### src/rtl/fetch_pkg.sv
// Shared types and constants for the instruction fetch sequencer.
package fetch_pkg;
   localparam int INSTR_W = 32;
   localparam int PC_STEP = 4;
   localparam logic [INSTR_W-1:0] HALT_INSTR_DEF = 32'hFFFF_FFFF;

   typedef enum logic [2:0] {
      IDLE,
      REQ,
      WAIT,
      HOLD,
      HALTED
   } fetch_state_t;
endpackage

### src/rtl/fetch_pc.sv
// Program counter with boot load and wrapping word step, plus a saturating count of accepted instructions.
module fetch_pc
   import fetch_pkg::*;
#(
   parameter int ADDR_W = 8,
   parameter logic [ADDR_W+1:0] BOOT_ADDR = '0
) (
   input  logic              clk,
   input  logic              rst,
   input  logic              load,
   input  logic              step,
   output logic [ADDR_W+1:0] pc,
   output logic [15:0]       count
);

   // Byte address width is exact, so stepping past the last word wraps to 0.
   always_ff @(posedge clk) begin
      if (rst) begin
         pc <= BOOT_ADDR;
      end else if (load) begin
         pc <= BOOT_ADDR;
      end else if (step) begin
         pc <= pc + (ADDR_W+2)'(PC_STEP);
      end
   end

   always_ff @(posedge clk) begin
      if (rst) begin
         count <= '0;
      end else if (step && count != 16'hFFFF) begin
         count <= count + 16'd1;
      end
   end

endmodule

### src/rtl/instr_fetch.sv
// Fetch sequencer: single-outstanding reads from a 1-cycle synchronous instruction memory,
// each word presented on valid/ready; stops on a halt sentinel or an external stop.
module instr_fetch
   import fetch_pkg::*;
#(
   parameter int ADDR_W = 8,
   parameter logic [ADDR_W+1:0] BOOT_ADDR = '0,
   parameter logic [INSTR_W-1:0] HALT_INSTR = HALT_INSTR_DEF
) (
   input  logic               clk,
   input  logic               rst,
   input  logic               start,
   input  logic               stop,
   output logic               mem_rd,
   output logic [ADDR_W-1:0]  mem_addr,
   input  logic [INSTR_W-1:0] mem_data,
   output logic [INSTR_W-1:0] instr,
   output logic               instr_valid,
   input  logic               instr_ready,
   output logic [ADDR_W+1:0]  pc,
   output logic               busy,
   output logic               halted,
   output logic [15:0]        instr_count
);

   fetch_state_t state, state_nxt;
   logic stop_pend;
   logic accept;
   logic pc_load;
   logic is_halt;

   assign is_halt = (mem_data == HALT_INSTR);
   assign accept  = (state == HOLD) && instr_ready;
   assign pc_load = start && (((state == IDLE) && !stop) || (state == HALTED));

   always_comb begin
      state_nxt = state;
      case (state)
         IDLE:    if (start && !stop) state_nxt = REQ;
         REQ:     state_nxt = WAIT;
         WAIT:    state_nxt = is_halt ? HALTED : HOLD;
         HOLD:    if (accept) state_nxt = (stop_pend || stop) ? IDLE : REQ;
         HALTED:  if (start) state_nxt = REQ;
         default: state_nxt = IDLE;
      endcase
   end

   always_ff @(posedge clk) begin
      if (rst) begin
         state <= IDLE;
      end else begin
         state <= state_nxt;
      end
   end

   // A stop seen mid-fetch is remembered so the presented word still completes first.
   always_ff @(posedge clk) begin
      if (rst) begin
         stop_pend <= 1'b0;
      end else if (state_nxt == IDLE) begin
         stop_pend <= 1'b0;
      end else if (busy && stop) begin
         stop_pend <= 1'b1;
      end
   end

   always_ff @(posedge clk) begin
      if (rst) begin
         instr <= '0;
      end else if (state == WAIT && !is_halt) begin
         instr <= mem_data;
      end
   end

   fetch_pc #(
      .ADDR_W    (ADDR_W),
      .BOOT_ADDR (BOOT_ADDR)
   ) u_pc (
      .clk   (clk),
      .rst   (rst),
      .load  (pc_load),
      .step  (accept),
      .pc    (pc),
      .count (instr_count)
   );

   assign mem_rd      = (state == REQ);
   assign mem_addr    = pc[ADDR_W+1:2];
   assign instr_valid = (state == HOLD);
   assign busy        = (state == REQ) || (state == WAIT) || (state == HOLD);
   assign halted      = (state == HALTED);

endmodule

### config.mk
export PLATFORM = sky130hd
export DESIGN_NAME = instr_fetch
export DESIGN_NICKNAME = d
export VERILOG_FILES = /design/src/rtl/fetch_pkg.sv /design/src/rtl/fetch_pc.sv /design/src/rtl/instr_fetch.sv
export SDC_FILE = /design/constraint.sdc
export NUM_CORES = 1
export LEC_CHECK = 0
export ABC_AREA = 1
export CAP_MARGIN = 10
export CELL_PAD_IN_SITES_DETAIL_PLACEMENT = 1
export CELL_PAD_IN_SITES_GLOBAL_PLACEMENT = 1
export CORE_ASPECT_RATIO = 1.1
export CORE_MARGIN = 5
export CORE_UTILIZATION = 33
export CTS_CLUSTER_DIAMETER = 150
export DETAILED_ROUTE_END_ITERATION = 8
export PLACE_DENSITY_LB_ADDON = 0.25
export RECOVER_POWER = 25
export SYNTH_ARGS = -nofsm -noshare
export SYNTH_HDL_FRONTEND = slang
export SYNTH_SLANG_ARGS = --single-unit
### constraint.sdc
create_clock -name clk -period 3.2 [get_ports clk]
set_input_delay 0.64 -clock clk [delete_from_list [all_inputs] [get_ports clk]]
set_output_delay 0.64 -clock clk [all_outputs]
set_load 0.02 [all_outputs]
# Word level (Yosys, flattened, before mapping)
# Cells that the tools add are included.
[classes] n_eq_ne=6 n_addsub=2 reduce_logical=17 muxes=6
[ops] cell="equality test 32 bit (second input constant)" n=1
[ops] cell="adder 16 x 1 -> 16 bit (second input constant)" n=1
[ops] cell="inequality test 16 bit (second input constant)" n=1
[ops] cell="case mux 3 bit (5 select lines)" n=1
[ops] cell="2-to-1 mux 3 bit" n=4
[ops] cell="adder 10 x 3 -> 10 bit (second input constant)" n=1
[ops] cell="logical AND 1 bit" n=7
[ops] cell="equality test 3 x 2 -> 1 bit (second input constant)" n=2
[ops] cell="zero test 3 bit" n=2
[ops] cell="logical OR 1 bit" n=4
[ops] cell="OR reduction 2 bit" n=2
[ops] cell="equality test 3 x 1 -> 1 bit (second input constant)" n=1
[ops] cell="equality test 3 bit (second input constant)" n=1
[ops] cell="zero test 1 bit" n=2
[ops] cell="2-to-1 mux 1 bit" n=1
[word_totals] reg_bits=62 out_inout_bits=70 input_bits=37 word_cells=36

# Depth between registers and ports, before layout
# Gate-level depths: netlist of the first run.
[logic_depth] word_depth=6 depth_mapped=10 mapped_depth_nobuf=10

# By module
# Synthesis of the first run repeated with hierarchy kept, for this count alone.
[hier_totals] cells_unflattened=419 hier_area_um2=2919.0
[by_module_without_submodules] mod="instr_fetch" cells_each=216 seq_area_each_um2=720.7 n_inst=1 area_per_inst_um2=1586.5
[by_module_without_submodules] mod="fetch_pc" cells_each=203 seq_area_each_um2=480.5 n_inst=1 area_per_inst_um2=1332.5

# Worst setup path before layout of the first run
# OpenSTA, ideal clock, no wires.
[synth_path] path_type="register to register" startpoint="register u_pc.count[0]" endpoint="register u_pc.count[15]" setup_ps=67 path_slack_ps=1509 t_required_ps=3133 t_arrival_ps=1624 synth_period_minus_slack_ps=1691 path_stages_with_launch=11 n_path_buf=1 cell_sequence="dfxtp_1 ha_1 nand3_1 inv_1 nand2_2 nor2_4 nor2_8 inv_2 buf_6 nand2_1 a21oi_2"
[synth_between] elab_chain_cells=2 word_cells_on_any_way=3 classes_between="1 x add/sub; 1 x eq/ne; 1 x reduce/logical"
[synth_lines] item="start: declaration" line="fetch_pc.sv:13" rtl="output logic [15:0] count"
[synth_lines] item="start signal: assignment" line="fetch_pc.sv:31" rtl="count <= count + 16'd1;"
[synth_lines] item="branches (longest 2 deep; another with adder 16 x 1 -> 16 bit)"
# Several ways; the timed one is not identified.
# A chain may end at the register's enable or synchronous reset.

# Final worst setup path of the first run
[layout_path] startpoint="input instr_ready" endpoint="register u_pc.count[6]"
[layout_between] elab_chain_cells=2
[layout_lines] item="start: declaration" line="instr_fetch.sv:19" rtl="input logic instr_ready,"
[layout_lines] item="logical AND 1 bit" line="instr_fetch.sv:33" rtl="assign accept = (state == HOLD) && instr_ready;"
[layout_lines] item="logical AND 1 bit" line="fetch_pc.sv:30" rtl="end else if (step && count != 16'hFFFF) begin"
# No other way between the ends.

==> summary by stage, run 1 <==
Routing
The first routing iteration left 50 violations. For this run, the detailed router's first-pass iteration total came to 4. The detailed-route via count is 2,960. Dividing the detail-routed via count by the number of cells gives 4.767.

For this run, design rule violations remaining after detail routing come to 0. The wire length after detailed routing is 8.915 mm. The count of nets left with antenna violations once routing finished came out at 0. The mean routed wirelength per cell is 14.36 µm.

Critical path
The startpoint of the most critical register-to-register path is state[0]$_SDFF_PP0_. At the worst endpoint, the required time is 3.40 ns. The number of cells on the worst reg-to-reg path is 7.

The worst register-to-register path ends at u_pc.count[6]$_SDFFE_PP0P_. Along the worst path, the maximum fanout reaches 18. The worst setup path is captured at a flip-flop. The most critical setup path has its startpoint at instr_ready. The setup path with the least slack is of type input pin to flip-flop. The nature of the critical path startpoint is an input pin. The data arrival time of the critical path is 2.86 ns. In this run the worst setup path terminates at u_pc.count[6]$_SDFFE_PP0P_.

For flop-to-flop paths, the worst setup slack is 0.89 ns.

Final layout
The number of nets at the end of the flow is 544. The number of inserted filler cells in the final layout is 1,088. The ratio of cells with drive above 1 in the final layout is 7.059%.

The post-route non-filler standard cell count is 621. Leaving out fill and tap cells, the most frequent cells in the layout are sky130_fd_sc_hd__nand2_1 (120), sky130_fd_sc_hd__clkdlybuf4s50_1 (85), sky130_fd_sc_hd__dfxtp_1 (60), sky130_fd_sc_hd__a21oi_1 (49), sky130_fd_sc_hd__nor2_1 (46). The number of antenna diodes in the final layout is 0. The fraction of the core area covered by cells at the end of the flow is 49.19%. Leaving out fill and tap cells, the most frequent cell in the layout is sky130_fd_sc_hd__nand2_1.

The area growth from synthesis to final layout is 44.28%.

Placement
The congestion estimate from routability-driven global placement came to 0.7866. The placed wire-length estimate is 6.677 mm. At the placement stage, the worst setup path has a slack of 0.6165 ns. The total of buffers placed on input and output ports is 104.

The total placed cells including tap cells is 605.

Floorplanning
The number of ports placed on the die boundary is 107. Measured along the y axis, the die boundary spans 108.3 µm. The die width is 99.33 µm. The initial core utilization is 34.09%. The die area is 10,750 µm². The number of cell rows is 35. The floorplan core area is 8496 µm².

Global routing
Global routing finished with a remaining overflow of 0. The initial antenna violation count was 0. The via count of the first global-routing pass came to 3,113. The total routing usage reported by global routing is 17.05%.

The maximum number of pins on one net before global-route repair is 35. The first global-routing pass estimated 14.75 mm of wire.

STA
Setup repair after global routing left no endpoint under its margin. The post-route minimum period is 2.658 ns. On the final layout, the worst clock skew is 0.007946 ns. The final critical-path share of the clock period is 83.05%.

The number of hold-slack violations in the final timing report is 0. The actual slew at the worst max-slew pin is 0.5585 ns. The total negative slack for setup checks is 0 ns.

In the post-route analysis, the smallest setup slack over all paths is 0.5425 ns. The number of pins exceeding their max-slew limit in the final report is 0. Setup violations remaining at the end of the flow were counted as 0. The maximum clock frequency is 376.3 MHz. Across all hold checks on the routed design, the worst slack comes to 0.4621 ns.

The worst pin sits at a relative slew slack of 62.63%.

Yosys
Summing the areas of all compound-gate instances in the mapped netlist gives 10.89% of the synthesized area. For this run, the number of Yosys warnings is 0. Summing the areas of all xor and xnor instances in the mapped netlist gives 3.629% of the synthesized area. The area of the mapped netlist is 2897 µm². The number of distinct library cell variants in the gate-level netlist after synthesis is 29.

The sequential cell area fraction in the yosys report is 41.47%. The cell count after synthesis came out at 410. By area, the combinational part of the netlist is dominated by simple AND/OR/NAND/NOR gates.

The arithmetic-cell share of the synthesized area counting full adders, half adders and majority gates is 0.8639%. A synthesized cell averages 7.065 µm². Synthesis inferred 60 register bits. Of the total synthesized cell area, the portion taken by AND, OR, NAND and NOR gates is 33.91%. After synthesis, the share of cell area in mux cells is 0%.

Clock network
The clock passes through at most 2 buffers. The hold buffer count at cts is 0. TritonCTS built the clock tree. For this design, the sink count on the clock tree is 60.

Clock tree synthesis selected as its root buffer the cell sky130_fd_sc_hd__clkbuf_8. The number of setup buffers added after CTS is 0. Clock tree synthesis inserted a total of 9 buffers. Post-CTS repair changed the size of 0 cells.

The H-tree level count is 3. The clock reaches the later pin of the worst-skew pair after 0.34 ns. The clock-pin transition on the worst setup and hold timing paths is 0.08 ns.

Hold path
The class of the most critical hold timing path is flip-flop to flip-flop.

Power
In this run the power density over the cells is 480.8 nW/µm². The worst-case IR drop observed on VDD is 0.0002105 V. The static leakage power is 1.565 nW.

Run
Max-cap violations in this run came to 0.

Run status
The flow ran to the end, and the final reports show no timing, DRC or antenna violations.
-- critical path, cell delays in order --
cell and delay [ns]:
sky130_fd_sc_hd__dlygate4sd3_1 0.57, sky130_fd_sc_hd__inv_1 0.07, sky130_fd_sc_hd__nor2_1 0.45, sky130_fd_sc_hd__clkinvlp_2 0.43, sky130_fd_sc_hd__nor2_8 0.32, sky130_fd_sc_hd__inv_2 0.18, sky130_fd_sc_hd__nand2_1 0.11, sky130_fd_sc_hd__a21oi_1 0.08
-- sequential cells by signal, indices dropped and copies added (netlist names) --
register    cells
instr          32
state           3
u_pc.pc         8
stop_pend       1
u_pc.count     16
-- routing by layer --
metal  up-vias  track usage [%]  part of all wire (%)  routed length, µm
met2        76            31.00                    51               4573
met1      1378            18.65                    41               3665
li1       1496                -                     -                  -
met5         -                0                     0                  0
met3        10            4.839                   6.3                562
met4         0            6.634                   1.3                114
-- cells in the mapped netlist --
cell type | number | area, µm²
sky130_fd_sc_hd__clkbuf_1 | 9 | 33.78
sky130_fd_sc_hd__a21oi_1 | 49 | 245.2
sky130_fd_sc_hd__nor2_4 | 2 | 22.52
sky130_fd_sc_hd__or2_2 | 1 | 6.260
sky130_fd_sc_hd__nand4_1 | 1 | 6.260
sky130_fd_sc_hd__o21a_1 | 1 | 7.510
sky130_fd_sc_hd__a31oi_1 | 2 | 12.51
sky130_fd_sc_hd__buf_6 | 2 | 22.52
sky130_fd_sc_hd__buf_4 | 13 | 97.59
sky130_fd_sc_hd__a21oi_2 | 2 | 17.52
sky130_fd_sc_hd__dfxtp_1 | 60 | 1201
sky130_fd_sc_hd__nand2_2 | 3 | 18.77
sky130_fd_sc_hd__nand3_4 | 1 | 17.52
sky130_fd_sc_hd__o21ai_0 | 5 | 25.02
sky130_fd_sc_hd__nand2_1 | 120 | 450.4
sky130_fd_sc_hd__nand3_1 | 42 | 210.2
sky130_fd_sc_hd__xor2_1 | 4 | 35.03
sky130_fd_sc_hd__inv_4 | 1 | 6.260
sky130_fd_sc_hd__conb_1 | 1 | 3.750
sky130_fd_sc_hd__ha_1 | 2 | 25.02
sky130_fd_sc_hd__nor2_1 | 45 | 168.9
sky130_fd_sc_hd__inv_1 | 23 | 86.33
sky130_fd_sc_hd__nor3_4 | 1 | 16.27
sky130_fd_sc_hd__xnor2_1 | 8 | 70.07
sky130_fd_sc_hd__o211ai_1 | 1 | 7.510
sky130_fd_sc_hd__nor2_8 | 2 | 40.04
sky130_fd_sc_hd__nor3_1 | 5 | 25.02
sky130_fd_sc_hd__inv_2 | 2 | 7.510
sky130_fd_sc_hd__buf_2 | 2 | 10.01
-- final cells by class --
type                       instances  area [µm²]  area share [%]
clock buffer                       9       123.9           2.964
clock inverter                     7       123.9           2.964
inverter                          26       98.84           2.365
multi-input combinational        299        1419           33.95
sequential                        60        1201           28.74
tap                              111       138.9           3.323
timing repair buffer             109        1074           25.69
-- cell families after synthesis --
kind of cell             count (synthesis)
AO/OA/AOI/OAI                           60
XOR/XNOR                                12
adder cells (fa/ha/maj)                  2
buffers and inverters                   52
flip-flops                              60
other                                    1
AND/OR/NAND/NOR                        223
-- how the worst min path moves through the flow --
stage | from | end | slack [ns] | depth (start not counted)
detailed placement | instr[11]$_SDFFE_PP0P_ | instr[11]$_SDFFE_PP0P_ | 0.46 | 2
finish | instr[1]$_SDFFE_PP0P_ | instr[1]$_SDFFE_PP0P_ | 0.46 | 2
global route | instr[11]$_SDFFE_PP0P_ | instr[11]$_SDFFE_PP0P_ | 0.49 | 2
floorplan | stop_pend$_SDFFE_PP0P_ | stop_pend$_SDFFE_PP0P_ | 0.51 | 2
CTS | instr[29]$_SDFFE_PP0P_ | instr[29]$_SDFFE_PP0P_ | 0.47 | 2
global placement | instr[10]$_SDFFE_PP0P_ | instr[10]$_SDFFE_PP0P_ | 0.45 | 2
-- stage by stage --
step           total power [mW]  area [µm²]
6_report                  2.009        4179
5_1_grt                   2.110        4179
4_1_cts                   2.048        4197
2_1_floorplan             1.019        2900
3_3_place_gp              1.181        3949
3_5_place_dp              1.190        3949
-- where the power goes --
part	leakage, nW	switching, mW	internal [mW]
sequential	0.486	0.0266	0.787
clock	0.120	0.327	0.522
combinational	0.960	0.194	0.153
No activity file was read; power rests on OpenSTA's default activity.
==> run 2, diff against run 1 <==
- CORE_UTILIZATION: 33 -> 28
- clock period: 3.2 -> 2.26 ns (I/O delays scaled with it)
==> run 2 against run 1 <==
Sequential cell count unchanged. Cell count increased by 2.4%. Largest power group unchanged. Clock power increased by 62%. Clock skew decreased by 0.0029 ns. Non-clock buffer count increased by 3. Sequential power increased by 41%. First-iteration DRC count increased by 34%. Die area increased by 16%. Global-route usage decreased by 2.1 points.
==> summary by stage, run 2 (synthesis results as in run 1) <==
Run status
The flow ran to the end, and the final reports show no timing, DRC or antenna violations.

Floorplanning
The floorplan step defined a die boundary enclosing 12,480 µm². The region available for standard cell placement spans 10,250 µm². Once the floorplan was initialized, standard cells occupied 28.27% of the core. The die width is 107.0 µm. The die height is 116.7 µm.

After floorplanning, the core was divided into 39 placement rows. The number of ports placed on the die boundary is 107.

Critical path
The number of cells on the worst reg-to-reg path is 8. At the worst endpoint, the arrival time is 1.66 ns. The dominant delay contributor by cell family on the critical path is buffers and inverters. The nature of the critical path startpoint is a flip-flop. Along the worst path, the maximum fanout reaches 5. Counting both buffers and inverters, the worst setup path holds a total of 2.

The logic depth of the worst setup path including buffers is 3. The critical path is of the flip-flop to output pin type. For the worst setup path, the data required time is 1.81 ns. The critical-path cell with the highest stage delay is sky130_fd_sc_hd__clkdlybuf4s50_1. For this run, the slowest stage of the critical path takes 0.62 ns. The worst setup path is captured at an output pin. The signal on the critical path passes through inv_2, nor2_1, clkdlybuf4s50_1.

Clock network
Clock-pin slew was measured on the worst setup and hold paths at 0.05 ns. The post-cts repair resize count is 2. The root buffer cell chosen for the clock tree is sky130_fd_sc_hd__clkbuf_16. The CTS buffer count is 9.

The number of clock sinks seen by CTS is 60. No sink is reached through more buffers than the 2 on the longest clock path. For this design, the CTS-stage hold fixing added 0 buffers. The number of setup buffers added after CTS is 0. The insertion delay of the later-clocked pin in the worst-skew pair is 0.32 ns. TritonCTS built the clock tree. The H-tree was split into 3 levels.

Final layout
The leading cell type in the layout, fill and taps excluded is sky130_fd_sc_hd__nand2_1. In the layout the commonest cells are sky130_fd_sc_hd__nand2_1 (120), sky130_fd_sc_hd__clkdlybuf4s50_1 (78), sky130_fd_sc_hd__dfxtp_1 (60), sky130_fd_sc_hd__a21oi_1 (49), sky130_fd_sc_hd__nor2_1 (47). The area growth from synthesis to final layout is 47.65%. After the flow finishes, the layout carries non-filler instances totaling 636. The flip-flop count of the largest register after layout is 32. The number of nets at the end of the flow is 547. instr holds more flip-flops than any other register.

The total inserted antenna cells is 0. In the final layout, the registers with the most flip-flops are instr (32), u_pc.count (16), u_pc.pc (8). In the final layout, the share of cells above drive strength 1 is 7.212%.

Run
Across the run, the number of max-cap violations was 0.

Global routing
Summed over all layers, the global routing overflow is 0. The initial antenna violation count is 0. The via count of the first global-routing pass is 3,114.

In the global route stage, overall resource usage came out at 14.95%. The maximum number of pins on one net before global-route repair is 36. The wire length of the first global-routing pass is 14.88 mm.

Power
The power density over the cells is 709.0 nW/µm². Sequential cells burn 38.0% of the power. The analysis attributes to net switching a power of 0.7833 mW.

The internal portion of total power is 2.249 mW. The fraction of power consumed by the clock network is 45.7%. Total power for the finished layout comes to 3.032 mW.

The highest ir drop seen on vdd is 0.0003347 V. The static leakage power is 1.643 nW. Of the total power, combinational logic draws 16.3%.

Of the total power, the share spent switching nets is 25.83%.

STA
The number of setup violations in the final report is 0. The number of pins exceeding their max-slew limit in the final report is 0. The worst path needs 2.108 ns of the cycle, external delays included. The number of hold-slack violations in the final timing report is 0. After routing, the total negative slack on setup checks comes to 0 ns. At the pin with the least slew margin, the transition time is 0.6386 ns. Setup repair after global routing left no endpoint under its margin. The final critical-path share of the clock period is 93.29%.

The maximum clock frequency is 474.3 MHz. Measured against its own limit, the worst slew margin works out to 57.27%. The worst clock skew on the final layout is 0.005022 ns.

Routing
The detailed-routing iteration count for the pre-antenna-repair pass is 4. After detailed routing, the average wire length per cell comes to 13.86 µm. After the first detailed-routing iteration, the DRC count stood at 67. The final route contains 3,009 vias.

The count of nets left with antenna violations once routing finished came out at 0. The number of vias per cell after detailed routing is 4.731. The residual DRC count is 0. Summed over all layers, the routed wires come to 8.815 mm.

Placement
The placed wire-length estimate is 6.715 mm. After detailed placement, the design holds a cell count of 620. Routability-driven placement finished with a final weighted congestion of 0.7645. In this run the tool buffered the top-level ports with 104 buffer cells.

Hold path
The number of instances on the worst hold path is 2. The class of the most critical hold timing path is flip-flop to flip-flop.
[run 2: cell types whose count changed in the layout (fill, tap and decap cells not counted), moves of 2 or more]
cell / delta
sky130_fd_sc_hd__clkbuf_16: +9
sky130_fd_sc_hd__clkbuf_8: -7
sky130_fd_sc_hd__clkdlybuf4s50_1: -7
sky130_fd_sc_hd__dlygate4sd3_1: +5
sky130_fd_sc_hd__buf_4: +2
sky130_fd_sc_hd__bufinv_16: -2
sky130_fd_sc_hd__clkinv_2: +2
sky130_fd_sc_hd__clkinv_4: -2
sky130_fd_sc_hd__dlygate4sd2_1: +2
[run 2: layer usage]
| layer | share of wire [%] | routed length, µm | global-route usage [%] | vias up |
|---|---|---|---|---|
| met4 | 1.6 | 145 | 6.650 | 0 |
| met3 | 8.2 | 722 | 5.528 | 11 |
| met5 | 0 | 0 | 0 | - |
| li1 | - | - | - | 1502 |
| met2 | 49 | 4329 | 26.03 | 80 |
| met1 | 41 | 3616 | 16.35 | 1416 |
[run 2: stage by stage]
step           hold WS (ns)  worst slack (ns)  cell area, µm²  utilization (%)
2_1_floorplan        0.5074            0.5687            2900                -
3_5_place_dp         0.4545            0.1485            3999            39.02
3_3_place_gp         0.4474            0.1654            3999            39.02
6_report             0.4558            0.1517            4277            41.73
5_1_grt              0.4838           0.05630            4277            41.73
4_1_cts              0.4626            0.1164            4300            41.97
[run 2: power groups by stage]
stage	combinational, mW	sequential (mW)	clock, mW
6_report	0.496	1.15	1.38
5_1_grt	0.548	1.16	1.47
4_1_cts	0.523	1.15	1.42
3_5_place_dp	0.524	1.18	0
3_3_place_gp	0.518	1.17	0
2_1_floorplan	0.210	1.23	0
[run 2: tightest hold or removal path: stages, from the launching register on]
cell                      delay, ns
sky130_fd_sc_hd__dfxtp_1       0.30
sky130_fd_sc_hd__nand2_1       0.06
sky130_fd_sc_hd__a21oi_1       0.05
[run 2: layout make-up]
class                   instances  area [µm²]
inverters                      26       100.1
clock inverters                 4       47.55
fillers                      1299        5971
clock buffers                  12       256.5
multi-input cells             299        1411
well taps                     123       153.9
flip-flops and latches         60        1201
repair buffers                112        1106
[run 2: final timing paths]
kind	end	slack [ns]	from
max	halted	0.15	state[2]$_SDFF_PP0_
min	instr[22]$_SDFFE_PP0P_	0.46	instr[22]$_SDFFE_PP0P_
max reg2reg	u_pc.count[7]$_SDFFE_PP0P_	0.40	state[2]$_SDFF_PP0_
min reg2reg	instr[22]$_SDFFE_PP0P_	0.46	instr[22]$_SDFFE_PP0P_
==> run 3, diff against run 2 <==
- CORE_UTILIZATION: 28 -> 33
- clock period: 2.26 -> 2.6 ns (I/O delays scaled with it)
==> run 3 against run 2 <==
Sequential share of layout area grew 1.1 points. Via count shrank 1.6%. Count of clock-buffer cells in the layout is the same. Register-to-register slack gained 0.10 ns. Combinational power shrank 15%. Sequential power shrank 13%. First-iteration DRC count shrank 12%. Non-clock buffer count shrank 2. Cell count shrank 2.2%. Worst setup slack gained 0.072 ns. Critical path depth grew 2. Critical path type unchanged. Critical endpoint is now busy.
==> summary by stage, run 3 (synthesis results as in run 1) <==
Placement
The HPWL after detailed placement is 6.504 mm. The final weighted congestion of routability-driven global placement is 0.7971. The total placed cells including tap cells is 606. Input and output buffers added on the ports amount to 104.

Routing
The number of vias per cell after detailed routing is 4.759. The detailed router placed 2,960 vias in this run. The residual DRC count is 0. The post-route antenna net violation count is 0. The mean routed wirelength per cell is 13.96 µm. The first detailed-routing pass ran for 4 iterations. The wire length after detailed routing is 8.683 mm. The first routing iteration left 59 violations.

Power
The switching power is 0.6460 mW. Internal power comes to 1.576 mW. The sequential power share is 45.2%.

The highest ir drop seen on vdd is 0.0002509 V. Combinational cells account for 19.0% of the total power. The share of total power dissipated in the clock network is 35.8%. The completed layout was analyzed and its total power is 2.222 mW. In this run switching power makes up 29.08% of total power. The static leakage power is 1.554 nW. The power density over the cells is 540.1 nW/µm².

STA
The number of hold-slack violations in the final timing report was 0. Setup violations remaining at the end of the flow were counted as 0. Static timing analysis puts the maximum clock frequency at 420.8 MHz. The worst clock skew on the final layout is 0.007290 ns. At the pin with the least slew margin, the transition time is 0.6668 ns. The total negative slack for setup checks is 0 ns. Headroom to the max-slew limit came out at 55.55%.

The number of pins exceeding their max-slew limit in the final report is 0. For the finished layout, the period the worst path requires is 2.376 ns. Dividing the final minimum period by the clock period gives 91.40%. Setup repair after global routing left no endpoint under its margin.

Final layout
The largest registers in the layout are instr (32), u_pc.count (16), u_pc.pc (8). The total inserted antenna cells is 0. The ratio of cells with drive above 1 in the final layout is 7.045%. The top cell types in the final layout, fill and taps aside, are sky130_fd_sc_hd__nand2_1 (121), sky130_fd_sc_hd__clkdlybuf4s50_1 (83), sky130_fd_sc_hd__dfxtp_1 (60), sky130_fd_sc_hd__a21oi_1 (49), sky130_fd_sc_hd__nor2_1 (46).

Leaving out fill and tap cells, the most frequent cell in the layout is sky130_fd_sc_hd__nand2_1. The fraction of the core area covered by cells at the end of the flow is 48.42%. For this run, the post-layout net count is 545. The area growth from synthesis to layout is 42.03%. The finished layout holds 622 standard cells, fillers aside. More flip-flops sit in one register than any other, and that register is instr.

The register with the most flip-flops in the layout has 32 of them.

Critical path
The delay of the slowest cell on the worst path is 0.64 ns. By instance count, the cell type seen most on the critical path is sky130_fd_sc_hd__inv_1. In this run the worst path has a maximum fanout of 4. The setup path with the least slack is of type flip-flop to output pin. The worst register-to-register path ends at u_pc.count[13]$_SDFFE_PP0P_. The worst setup path is launched from a flip-flop.

The capture point of the worst path is busy. The source of the critical timing path is state[0]$_SDFF_PP0_. The critical path endpoint category is an output pin.

Traced cell by cell, the critical path runs through inv_1, nand2_1, inv_1, nor2_1, clkdlybuf4s50_1. For the worst setup path, the data required time is 2.08 ns. For flop-to-flop paths, the worst setup slack is 0.50 ns. The worst register-to-register path begins at state[2]$_SDFF_PP0_. For this design, the slowest cell found on the critical path is sky130_fd_sc_hd__clkdlybuf4s50_1.

The data arrival time of the critical path is 1.86 ns. Counting cells, the worst reg-to-reg path comes to 8.

Global routing
The maximum number of pins on one net before global-route repair is 34. The initial antenna violation count is 0. The via count of the first global-routing pass is 3,096. The remaining global-route overflow is 0. The total routing usage reported by global routing is 16.47%.

The first global-routing pass estimated 14.43 mm of wire.

Run status
The run finished with clean final reports.

Run
The number of maximum-capacitance constraint violations is 0.

Clock network
The clock-pin transition on the worst setup and hold timing paths is 0.07 ns. The post-cts repair resize count is 0. TritonCTS built the clock tree. The H-tree level count is 3.

The number of setup buffers added after CTS is 0. Buffers inserted during clock tree synthesis total 9. Buffers inserted to repair hold after CTS numbered 0. The insertion delay of the later-clocked pin in the worst-skew pair is 0.34 ns. Clock tree synthesis found a total of 60 sinks. The clock tree root buffer cell is sky130_fd_sc_hd__clkbuf_8. The clock tree buffer depth is 2.

Hold path
The class of the most critical hold timing path is flip-flop to flip-flop. The startpoint of the worst hold path is instr[31]$_SDFFE_PP0P_.

Floorplanning
The floorplan step defined a die boundary enclosing 10,750 µm². The number of cell rows is 35. The die width is 99.33 µm.

The die height is 108.3 µm. For this design the top-level I/O count stands at 107. Once the floorplan was initialized, standard cells occupied 34.09% of the core. The region available for standard cell placement spans 8496 µm².
## run 3: cell type report
class / count / area [µm²]
fillers: 1109 / 4382
multi-input cells: 299 / 1408
flip-flops and latches: 60 / 1201
repair buffers: 110 / 1079
clock buffers: 12 / 165.2
well taps: 111 / 138.9
inverters: 26 / 100.1
clock inverters: 4 / 22.52
## run 3: worst min path at each step
stage,end,slack (ns),cells past startpoint
after CTS,instr[31]$_SDFFE_PP0P_,0.46,2
after global placement,instr[15]$_SDFFE_PP0P_,0.45,2
after detailed placement,instr[31]$_SDFFE_PP0P_,0.45,2
final,instr[31]$_SDFFE_PP0P_,0.46,2
after floorplan,stop_pend$_SDFFE_PP0P_,0.51,2
after global routing,instr[18]$_SDFFE_PP0P_,0.49,2
## run 3: per-layer routing
layer,part of all wire (%),wire (µm),global-route usage [%],up-vias
met1,42,3649,18.65,1388
met3,6.7,585,5.484,7
met5,0,0,0,-
li1,-,-,-,1493
met4,1.1,96,5.171,0
met2,50,4352,29.17,72
## run 3: critical path: cells and delay by family (launching register included)
| family | cells | cell delay [ns] |
|---|---|---|
| simple gates | 2 | 0.26 |
| flops | 1 | 0.46 |
| buf+inv | 3 | 0.80 |
## run 3: through the flow
stage	setup slack, ns	hold WS (ns)	instance area (µm²)
5_1_grt	0.07194	0.4862	4114
2_1_floorplan	0.9087	0.5074	2900
6_report	0.2236	0.4581	4114
3_5_place_dp	0.2707	0.4532	3956
3_3_place_gp	0.3436	0.4488	3956
4_1_cts	0.1913	0.4641	4144
## run 3: power by group through the flow
stage / combinational [mW] / sequential [mW] / clock [mW]
finish: 0.423 / 1.00 / 0.796
global route: 0.462 / 1.01 / 0.862
CTS: 0.444 / 1.00 / 0.825
detailed placement: 0.442 / 1.02 / 0
global placement: 0.436 / 1.02 / 0
floorplan: 0.183 / 1.07 / 0
